--- config.mk ---
export PLATFORM = sky130hd
export DESIGN_NAME = mul_i4_o4_et_sweep_ctrl
export DESIGN_NICKNAME = d
export VERILOG_FILES = /design/src/rtl/mul_eval_pkg.sv /design/src/rtl/mul_i4_o4_et_sweep_ctrl_exact.sv /design/src/rtl/mul_i4_o4_et_sweep_ctrl.sv
export SDC_FILE = /design/constraint.sdc
export NUM_CORES = 1
export LEC_CHECK = 0
export ABC_AREA = 1
export CAP_MARGIN = 30
export CORE_MARGIN = 1.5
export CORE_UTILIZATION = 50
export CTS_CLUSTER_DIAMETER = 30
export DETAILED_ROUTE_END_ITERATION = 7
export PLACE_DENSITY = 0.77
export SETUP_SLACK_MARGIN = 0.4
export SLEW_MARGIN = 20
export SYNTH_ARGS = -nofsm -noshare
export SYNTH_HDL_FRONTEND = slang
export SYNTH_SLANG_ARGS = --single-unit
export TNS_END_PERCENT = 1
--- constraint.sdc ---
create_clock -name clk -period 2.47 [get_ports clk]
set_input_delay 0.3705 -clock clk [delete_from_list [all_inputs] [get_ports clk]]
set_output_delay 0.3705 -clock clk [all_outputs]
set_load 0.05 [all_outputs]
--- src/rtl/mul_eval_pkg.sv ---
// Shared types and helpers for the approximate-multiplier sweep controller.
package mul_eval_pkg;

    typedef enum logic [1:0] {
        IDLE,
        ISSUE,
        DRAIN,
        DONE
    } state_e;

    localparam int DEF_IN_W  = 4;
    localparam int DEF_OUT_W = 4;

    function automatic logic [DEF_OUT_W-1:0] abs_diff(
        input logic [DEF_OUT_W-1:0] x,
        input logic [DEF_OUT_W-1:0] y
    );
        return (x > y) ? (x - y) : (y - x);
    endfunction

endpackage

--- src/rtl/mul_i4_o4_et_sweep_ctrl_exact.sv ---
// Exact reference product: low half of the vector times high half.
module mul_exact_ref #(
    parameter int IN_W  = 4,
    parameter int OUT_W = 4
) (
    input  logic [IN_W-1:0]  vec_i,
    output logic [OUT_W-1:0] prod_o
);

    localparam int HW = IN_W / 2;

    logic [HW-1:0]   a;
    logic [HW-1:0]   b;
    logic [IN_W-1:0] prod;

    assign a      = vec_i[HW-1:0];
    assign b      = vec_i[IN_W-1:HW];
    assign prod   = IN_W'(a) * IN_W'(b);
    assign prod_o = OUT_W'(prod);

endmodule

--- src/rtl/mul_i4_o4_et_sweep_ctrl.sv ---
// Exhaustive sweep of an approximate multiplier netlist with error accumulation.
module mul_i4_o4_et_sweep_ctrl
    import mul_eval_pkg::*;
#(
    parameter int IN_W         = DEF_IN_W,
    parameter int OUT_W        = DEF_OUT_W,
    parameter int ET           = 8,
    parameter int PIPE_LAT     = 0,
    parameter bit STOP_ON_FAIL = 1'b0
) (
    input  logic                  clk,
    input  logic                  rst_n,
    input  logic                  start,
    input  logic                  abort,
    output logic [IN_W-1:0]       dut_in,
    input  logic [OUT_W-1:0]      dut_out,
    output logic                  busy,
    output logic                  done,
    output logic                  pass,
    output logic [OUT_W-1:0]      max_err,
    output logic [IN_W-1:0]       worst_vec,
    output logic [IN_W+OUT_W-1:0] err_sum,
    output logic [IN_W:0]         fail_cnt
);

    localparam logic [3:0] DRAIN_LEN = 4'(PIPE_LAT + 1);

    state_e state_q, state_d;
    logic [IN_W-1:0] cnt_q, cnt_d;
    logic [3:0]      dcnt_q, dcnt_d;

    logic issue, running, accept;
    logic [IN_W-1:0]  tap_vec;
    logic             tap_vld;
    logic [OUT_W-1:0] exact;

    logic             cmp_vld_q;
    logic [IN_W-1:0]  cmp_vec_q;
    logic [OUT_W-1:0] cmp_err_q;
    logic             acc_en, fail_hit;

    logic [OUT_W-1:0]      max_q, max_d;
    logic [IN_W-1:0]       worst_q, worst_d;
    logic [IN_W+OUT_W-1:0] sum_q, sum_d;
    logic [IN_W:0]         fail_q, fail_d;
    logic                  pass_q, pass_d;

    assign issue   = (state_q == ISSUE);
    assign running = (state_q == ISSUE) || (state_q == DRAIN);
    assign accept  = (state_q == IDLE) && start && !abort;
    assign dut_in  = issue ? cnt_q : '0;

    // Delay line aligns each issued vector with its datapath response
    if (PIPE_LAT == 0) begin : g_nolat
        assign tap_vec = dut_in;
        assign tap_vld = issue;
    end else begin : g_lat
        logic [IN_W-1:0]     vec_q [PIPE_LAT];
        logic [PIPE_LAT-1:0] vld_q;

        always_ff @(posedge clk or negedge rst_n) begin
            if (!rst_n) begin
                for (int i = 0; i < PIPE_LAT; i++) vec_q[i] <= '0;
                vld_q <= '0;
            end else if (accept) begin
                for (int i = 0; i < PIPE_LAT; i++) vec_q[i] <= '0;
                vld_q <= '0;
            end else begin
                vec_q[0] <= dut_in;
                vld_q[0] <= issue;
                for (int i = 1; i < PIPE_LAT; i++) begin
                    vec_q[i] <= vec_q[i-1];
                    vld_q[i] <= vld_q[i-1];
                end
            end
        end

        assign tap_vec = vec_q[PIPE_LAT-1];
        assign tap_vld = vld_q[PIPE_LAT-1];
    end

    mul_exact_ref #(
        .IN_W  (IN_W),
        .OUT_W (OUT_W)
    ) u_ref (
        .vec_i  (tap_vec),
        .prod_o (exact)
    );

    always_ff @(posedge clk or negedge rst_n) begin
        if (!rst_n) begin
            cmp_vld_q <= 1'b0;
            cmp_vec_q <= '0;
            cmp_err_q <= '0;
        end else if (accept) begin
            cmp_vld_q <= 1'b0;
            cmp_vec_q <= '0;
            cmp_err_q <= '0;
        end else begin
            cmp_vld_q <= tap_vld;
            cmp_vec_q <= tap_vec;
            cmp_err_q <= abs_diff(exact, dut_out);
        end
    end

    // Compares arriving after an early stop or abort are dropped
    assign acc_en   = cmp_vld_q && running && !abort;
    assign fail_hit = acc_en && (int'(cmp_err_q) > ET);

    always_comb begin
        state_d = state_q;
        cnt_d   = cnt_q;
        dcnt_d  = dcnt_q;
        unique case (state_q)
            IDLE: begin
                if (start) begin
                    state_d = ISSUE;
                    cnt_d   = '0;
                end
            end
            ISSUE: begin
                cnt_d = cnt_q + IN_W'(1);
                if (cnt_q == '1) begin
                    state_d = DRAIN;
                    dcnt_d  = '0;
                end
            end
            DRAIN: begin
                if (dcnt_q == DRAIN_LEN) state_d = DONE;
                else dcnt_d = dcnt_q + 4'd1;
            end
            DONE:    state_d = IDLE;
            default: state_d = IDLE;
        endcase
        if (STOP_ON_FAIL && fail_hit) state_d = DONE;
        if (abort) state_d = IDLE;
    end

    always_comb begin
        max_d   = max_q;
        worst_d = worst_q;
        sum_d   = sum_q;
        fail_d  = fail_q;
        pass_d  = pass_q;
        if (accept) begin
            max_d   = '0;
            worst_d = '0;
            sum_d   = '0;
            fail_d  = '0;
            pass_d  = 1'b0;
        end else if (acc_en) begin
            if (cmp_err_q > max_q) begin
                max_d   = cmp_err_q;
                worst_d = cmp_vec_q;
            end
            sum_d = sum_q + {{IN_W{1'b0}}, cmp_err_q};
            if (fail_hit) fail_d = fail_q + (IN_W+1)'(1);
        end
        if (abort) pass_d = 1'b0;
        else if (state_d == DONE && state_q != DONE) pass_d = (fail_d == '0);
    end

    always_ff @(posedge clk or negedge rst_n) begin
        if (!rst_n) begin
            state_q <= IDLE;
            cnt_q   <= '0;
            dcnt_q  <= '0;
            max_q   <= '0;
            worst_q <= '0;
            sum_q   <= '0;
            fail_q  <= '0;
            pass_q  <= 1'b0;
        end else begin
            state_q <= state_d;
            cnt_q   <= cnt_d;
            dcnt_q  <= dcnt_d;
            max_q   <= max_d;
            worst_q <= worst_d;
            sum_q   <= sum_d;
            fail_q  <= fail_d;
            pass_q  <= pass_d;
        end
    end

    assign busy      = running;
    assign done      = (state_q == DONE);
    assign pass      = pass_q;
    assign max_err   = max_q;
    assign worst_vec = worst_q;
    assign err_sum   = sum_q;
    assign fail_cnt  = fail_q;

endmodule

Word level (Yosys, flattened, before mapping) --
Cells that the tools add are included. W data, S select, Z words.
Cells by class: $add $sub $neg 6, multiply operators 1, equal/unequal tests 10, muxes and demuxes 29, reduce and logical (&&, ||, !) cells 18, order comparisons 3
Operators by type and width (number):
- $mux W4 | 13
- $mux W8 | 2
- $pmux W4 S2 | 2
- $mux W5 | 3
- $add A4 B1 Y4 const B | 2
- $add A8 B4 Y8 | 1
- $gt A4 B4 Y1 | 2
- $mux W2 | 4
- $pmux W2 S4 | 1
- $reduce_bool A2 Y1 | 4
- $sub A4 B4 Y4 | 2
- $eq A2 B2 Y1 const B | 3
- $logic_and A1 B1 Y1 | 6
- $ne A2 B2 Y1 const B | 3
- $add A5 B1 Y5 const B | 1
- $logic_not A5 Y1 | 1
- $eq A4 B1 Y1 const B | 1
- $eq A4 B4 Y1 const B | 1
- $gt A4 B4 Y1 const B | 1
- $mul A2 B2 Y4 | 1
- $mux W1 | 4
- $reduce_and A2 Y1 | 2
- $reduce_and A3 Y1 | 1
- $reduce_bool A3 Y1 | 1
- 5 further kinds | 5
Word-level totals: output and inout port bits 28, word-level logic and storage cells 78, bits of input ports 8, register bits 41

Logic depth before layout (Yosys ltp) --
depth in word-level cells 11, depth in mapped cells 19, depth with buffers taken out 18

By module --
Synthesis repeated with hierarchy kept, for this count alone.
Second synthesis, totals: cells, all modules 315, area total of the unflattened synthesis 2572.5 um^2
By module, submodules not included:
- mul_i4_o4_et_sweep_ctrl | seq. area each 1026.0 um^2, cells an instance 305, instances 1, area an instance 2517.4 um^2
- mul_exact_ref | seq. area each 0.0 um^2, cells an instance 10, instances 1, area an instance 55.1 um^2

Worst setup path before layout --
No wires, ideal clock.
path kind reg2reg, start register state_q[1], end register cmp_err_q[2], path buffers 1, path slack 41 ps, arrival 2303 ps, cell stages (with the launch flop) 18, library setup time 126 ps, clock period less this slack 2429 ps, required time 2344 ps, cells stage by stage dfrtp_1 > inv_1 > ha_1 > buf_4 > nand2_1 > nor2_1 > ha_1 > ha_1 > ha_1 > nand2_1 > inv_1 > nand2_1 > nand2_1 > nand2_1 > nand2_1 > o21ai_0 > o21ai_0 > a21oi_1
On the way: cells in the longest elaborated chain, start to end 6, elaborated cells on any way between the ends 11, those cells by class add/sub: 2; mul: 1; order compare: 1; eq/ne: 1; mux: 3; reduce/logical: 3
RTL lines:
- start: declaration | line mul_i4_o4_et_sweep_ctrl.sv:28 | state_e state_q, state_d;
- start signal: assignment | line mul_i4_o4_et_sweep_ctrl.sv:174 | state_q <= state_d;
- $eq A2 B1 Y1 | line mul_i4_o4_et_sweep_ctrl.sv:48 | assign issue = (state_q == ISSUE);
- $mux W4 | line mul_i4_o4_et_sweep_ctrl.sv:51 | assign dut_in = issue ? cnt_q : '0;
- $mul A2 B2 Y4 | line mul_i4_o4_et_sweep_ctrl_exact.sv:18 | assign prod = IN_W'(a) * IN_W'(b);
- $sub A4 B4 Y4 or $gt A4 B4 Y1 (tied branches) | line mul_eval_pkg.sv:18 | return (x > y) ? (x - y) : (y - x);
- $mux W4 | line mul_eval_pkg.sv:18
- $mux W4 (*) | line mul_i4_o4_et_sweep_ctrl.sv:95 | end else if (accept) begin
- end signal: assignment | line mul_i4_o4_et_sweep_ctrl.sv:102 | cmp_err_q <= abs_diff(exact, dut_out);
- end: declaration | line mul_i4_o4_et_sweep_ctrl.sv:39 | logic [OUT_W-1:0] cmp_err_q;
Every way passes the cells marked *; elsewhere a longest branch is shown, timed or not. A chain may end at the register's enable or synchronous reset.

Worst setup path in the final report --
start register state_q[1], end register cmp_err_q[3]
The elaborated chain is that of the path after synthesis.

==> metrics.cfg <==
[worst_setup_path]
critPathCaptureType=register
worstPathCellList=inv_2, ha_4, nand2_4, nor2_4, ha_4, ha_4, ha_4, nand2_1, inv_1, nand3_1, nand2_2, inv_1, o21ai_1, nand2_1, nor2_1, nor2_1
r2r-start=state_q[1]
cpMostUsedCell=ha_4
critPathRequiredTime_ns=2.66
cp_top_family=adder cells
crit_buf_inv=3
critical-path-slowest-cell=dfrtp_1
critPathMaxStageDelay_ns=0.39
start_kind=register
crit_path_start=state_q[1]
criticalPathCategory=register to register
crit_arrival_ns=2.46
crit_path_max_fanout=6

[yosys]
synth.area.top_cells=dfrtp_1 40%, ha_1 13%, nand2_1 9.6%
synth_ff_type=dfrtp_1
synthTopCellsByCount=66 x nand2_1, 47 x inv_1, 41 x dfrtp_1
synth_edf_count=0
synth_area_per_cell_um2=8.20
syn_nets=352
async_flop_share_pct=100
netlist_area_mm2=0.00258
yosys_register_bits=41
postSynthCellCount=314
synth_cell_types=28
yosysMostFrequentCell=nand2_1
synth_top_area_share_pct=39.8
yosysTopAreaCell=dfrtp_1
yosys_warnings=0
ys_seq_area_share_pct=39.8

[cts]
cts_made_buffers=5
clockBufferDepth=2
cts-root-buf=clkbuf_8
cts_tree=built
cts.sinks=41
cts_max_level=2
cts_hold_buf=0
clk_transition_reported_paths_ns=0.08
insertion_delay_ns=0.30

[drt]
routed_via_density=5.04
firstDrtPassIters=4
drt-initial-drc-count=97
routed_wl_mm=5.24
via_count=2158
drc=0
wl_per_cell_um=12.2
antenna_left=0

[timing]
tightest_slew_ns=0.520
fin_tns_setup_ns=0
slew_violations=0
finClkSkew_ns=0.00766
layout_setup_ws_ns=0.196
fmax_ghz=0.440
rsz0062_at_grt=true
setup_viol=0
finalHoldViolCount=0
period_share_pct=92.0
fin_crit_ns=2.27
relSlewSlack_pct=65.3
holdWs_ns=0.115

[grt]
grt_pass1_vias=2005
grt_pass1_wl_mm=9.07
grt_usage_pct=21.3
overflow=0
antenna_found_initial=0
grt_max_degree=42

[pwr]
pwr-share-comb_pct=47.7
p_sw_share_pct=44.7
power.switching_mw=1.19
p_int_mw=1.48
p_clk_share_pct=17.9
power_frac_seq_pct=34.4
power_density_mw_per_mm2=832
ir_drop_mv=0.353
p_leak_nw=1.69

[die]
start_util_pct=53.1
die_h_um=74.8
fp-row-count=25
die_w_um=74.8
ioPinCount=36
core_mm2=0.00485
die-area_mm2=0.00559

[cells_and_area]
fin_nets=398
drive_gt1_share_pct=13.0
area_growth_pct=24.6
post-route-util_pct=66.2
nFillCells=408
n_antenna_cell=0
instances_no_fill=428

[place]
dp_slack_ns=0.0713
portBuffers=35
place_congestion=0.881
dpl.cell_count=415
dp_hpwl_mm=3.88

[flow_run]
maxCapViolCount=0

[min_path]
hp-class=input port to async pin

[outcome]
outcome=complete, no violations

## logic make-up (layout without fill, tap and decap cells)
family | Yosys count | after routing | synth area share, %
simple gates | 153 | 153 | 28.3
compound gates | 34 | 34 | 6.70
xor+xnor | 3 | 3 | 1.02
buf+inv | 52 | 99 | 8.31
flops | 41 | 41 | 39.8
mux | 1 | 1 | 0.389
fa+ha+maj | 30 | 30 | 15.4
## sequential cells by signal, summed over array words and instances (netlist names)
signal / cells
cnt_q: 4
err_sum: 8
worst_vec: 4
fail_cnt: 5
cmp_vld_q: 1
dcnt_q: 4
max_err: 4
pass: 1
cmp_vec_q: 4
state_q: 2
cmp_err_q: 4
## layout make-up
| type | count | area (µm²) | share of cell area (%) |
|---|---|---|---|
| timing repair buffer | 42 | 392 | 12.2 |
| multi-input combinational | 221 | 1420 | 44.3 |
| sequential | 41 | 1030 | 32.0 |
| clock buffer | 7 | 96.3 | 3.00 |
| clock inverter | 1 | 5.00 | 0.156 |
| tap | 67 | 83.8 | 2.61 |
| inverter | 49 | 184 | 5.73 |
## power by group through the flow
stage | combinational (mW) | clock, mW | sequential, mW
after floorplan | 0.693 | 0 | 1.12
after global placement | 1.18 | 0 | 0.933
after detailed placement | 1.20 | 0 | 0.936
after CTS | 1.25 | 0.488 | 0.922
after global routing | 1.41 | 0.515 | 0.939
final | 1.27 | 0.479 | 0.919
## repair_timing
item,4_1_cts,5_1_grt
resized for setup,4,8
setup buffers,4,1
setup endpoints to repair,8,16
pin swaps,4,3
## worst register-to-register path: stages, from the launching register on
cell and delay (ns):
dfrtp_1 0.39, inv_2 0.09, ha_4 0.19, nand2_4 0.08
nor2_4 0.14, ha_4 0.16, ha_4 0.21, ha_4 0.26
nand2_1 0.04, inv_1 0.07, nand3_1 0.08, nand2_2 0.12
inv_1 0.05, o21ai_1 0.07, nand2_1 0.07, nor2_1 0.10
nor2_1 0.05
## metrics by stage
stage | area (µm²) | power, mW
final | 3210 | 2.67
after global routing | 3210 | 2.87
after CTS | 3170 | 2.66
after detailed placement | 3040 | 2.14
after global placement | 3040 | 2.11
after floorplan | 2640 | 1.81
## final timing paths
check / to / slack, ns / depth (start not counted)
hold / removal: state_q[1] / 0.12 / 2
setup / recovery: cmp_err_q[3] / 0.20 / 16
setup reg to reg: cmp_err_q[3] / 0.20 / 16
min in group clk: worst_vec[1] / 0.45 / 2
hold reg to reg: worst_vec[1] / 0.45 / 2
max in group asynchronous: err_sum[7] / 1.98 / 2
## layout by cell type (no fill, tap or decap), types with 2 or more instances in the layout
| cell | instances |
|---|---|
| a21oi_1 | 17 |
| and3_1 | 2 |
| buf_4 | 8 |
| clkbuf_8 | 7 |
| clkdlybuf4s50_1 | 30 |
| dfrtp_1 | 40 |
| dlygate4sd2_1 | 3 |
| fa_1 | 2 |
| ha_1 | 23 |
| ha_4 | 4 |
| inv_1 | 46 |
| inv_2 | 3 |
| nand2_1 | 63 |
| nand2_2 | 5 |
| nand2_4 | 3 |
| nand3_1 | 32 |
| nand3_2 | 3 |
| nand4_1 | 5 |
| nor2_1 | 28 |
| nor2_2 | 3 |
| nor2_4 | 4 |
| nor3_1 | 2 |
| o21ai_0 | 9 |
| o21ai_1 | 5 |
| o22ai_1 | 2 |
| xnor2_1 | 2 |
## routing by layer
layer  part of all wire, %  global-route usage [%]
met5                     0                       0
met4                   1.2                    7.47
met3                   3.0                    3.35
met2                    48                    35.5
met1                    48                    28.2
Note: power is estimated with default switching activity, not from simulation.
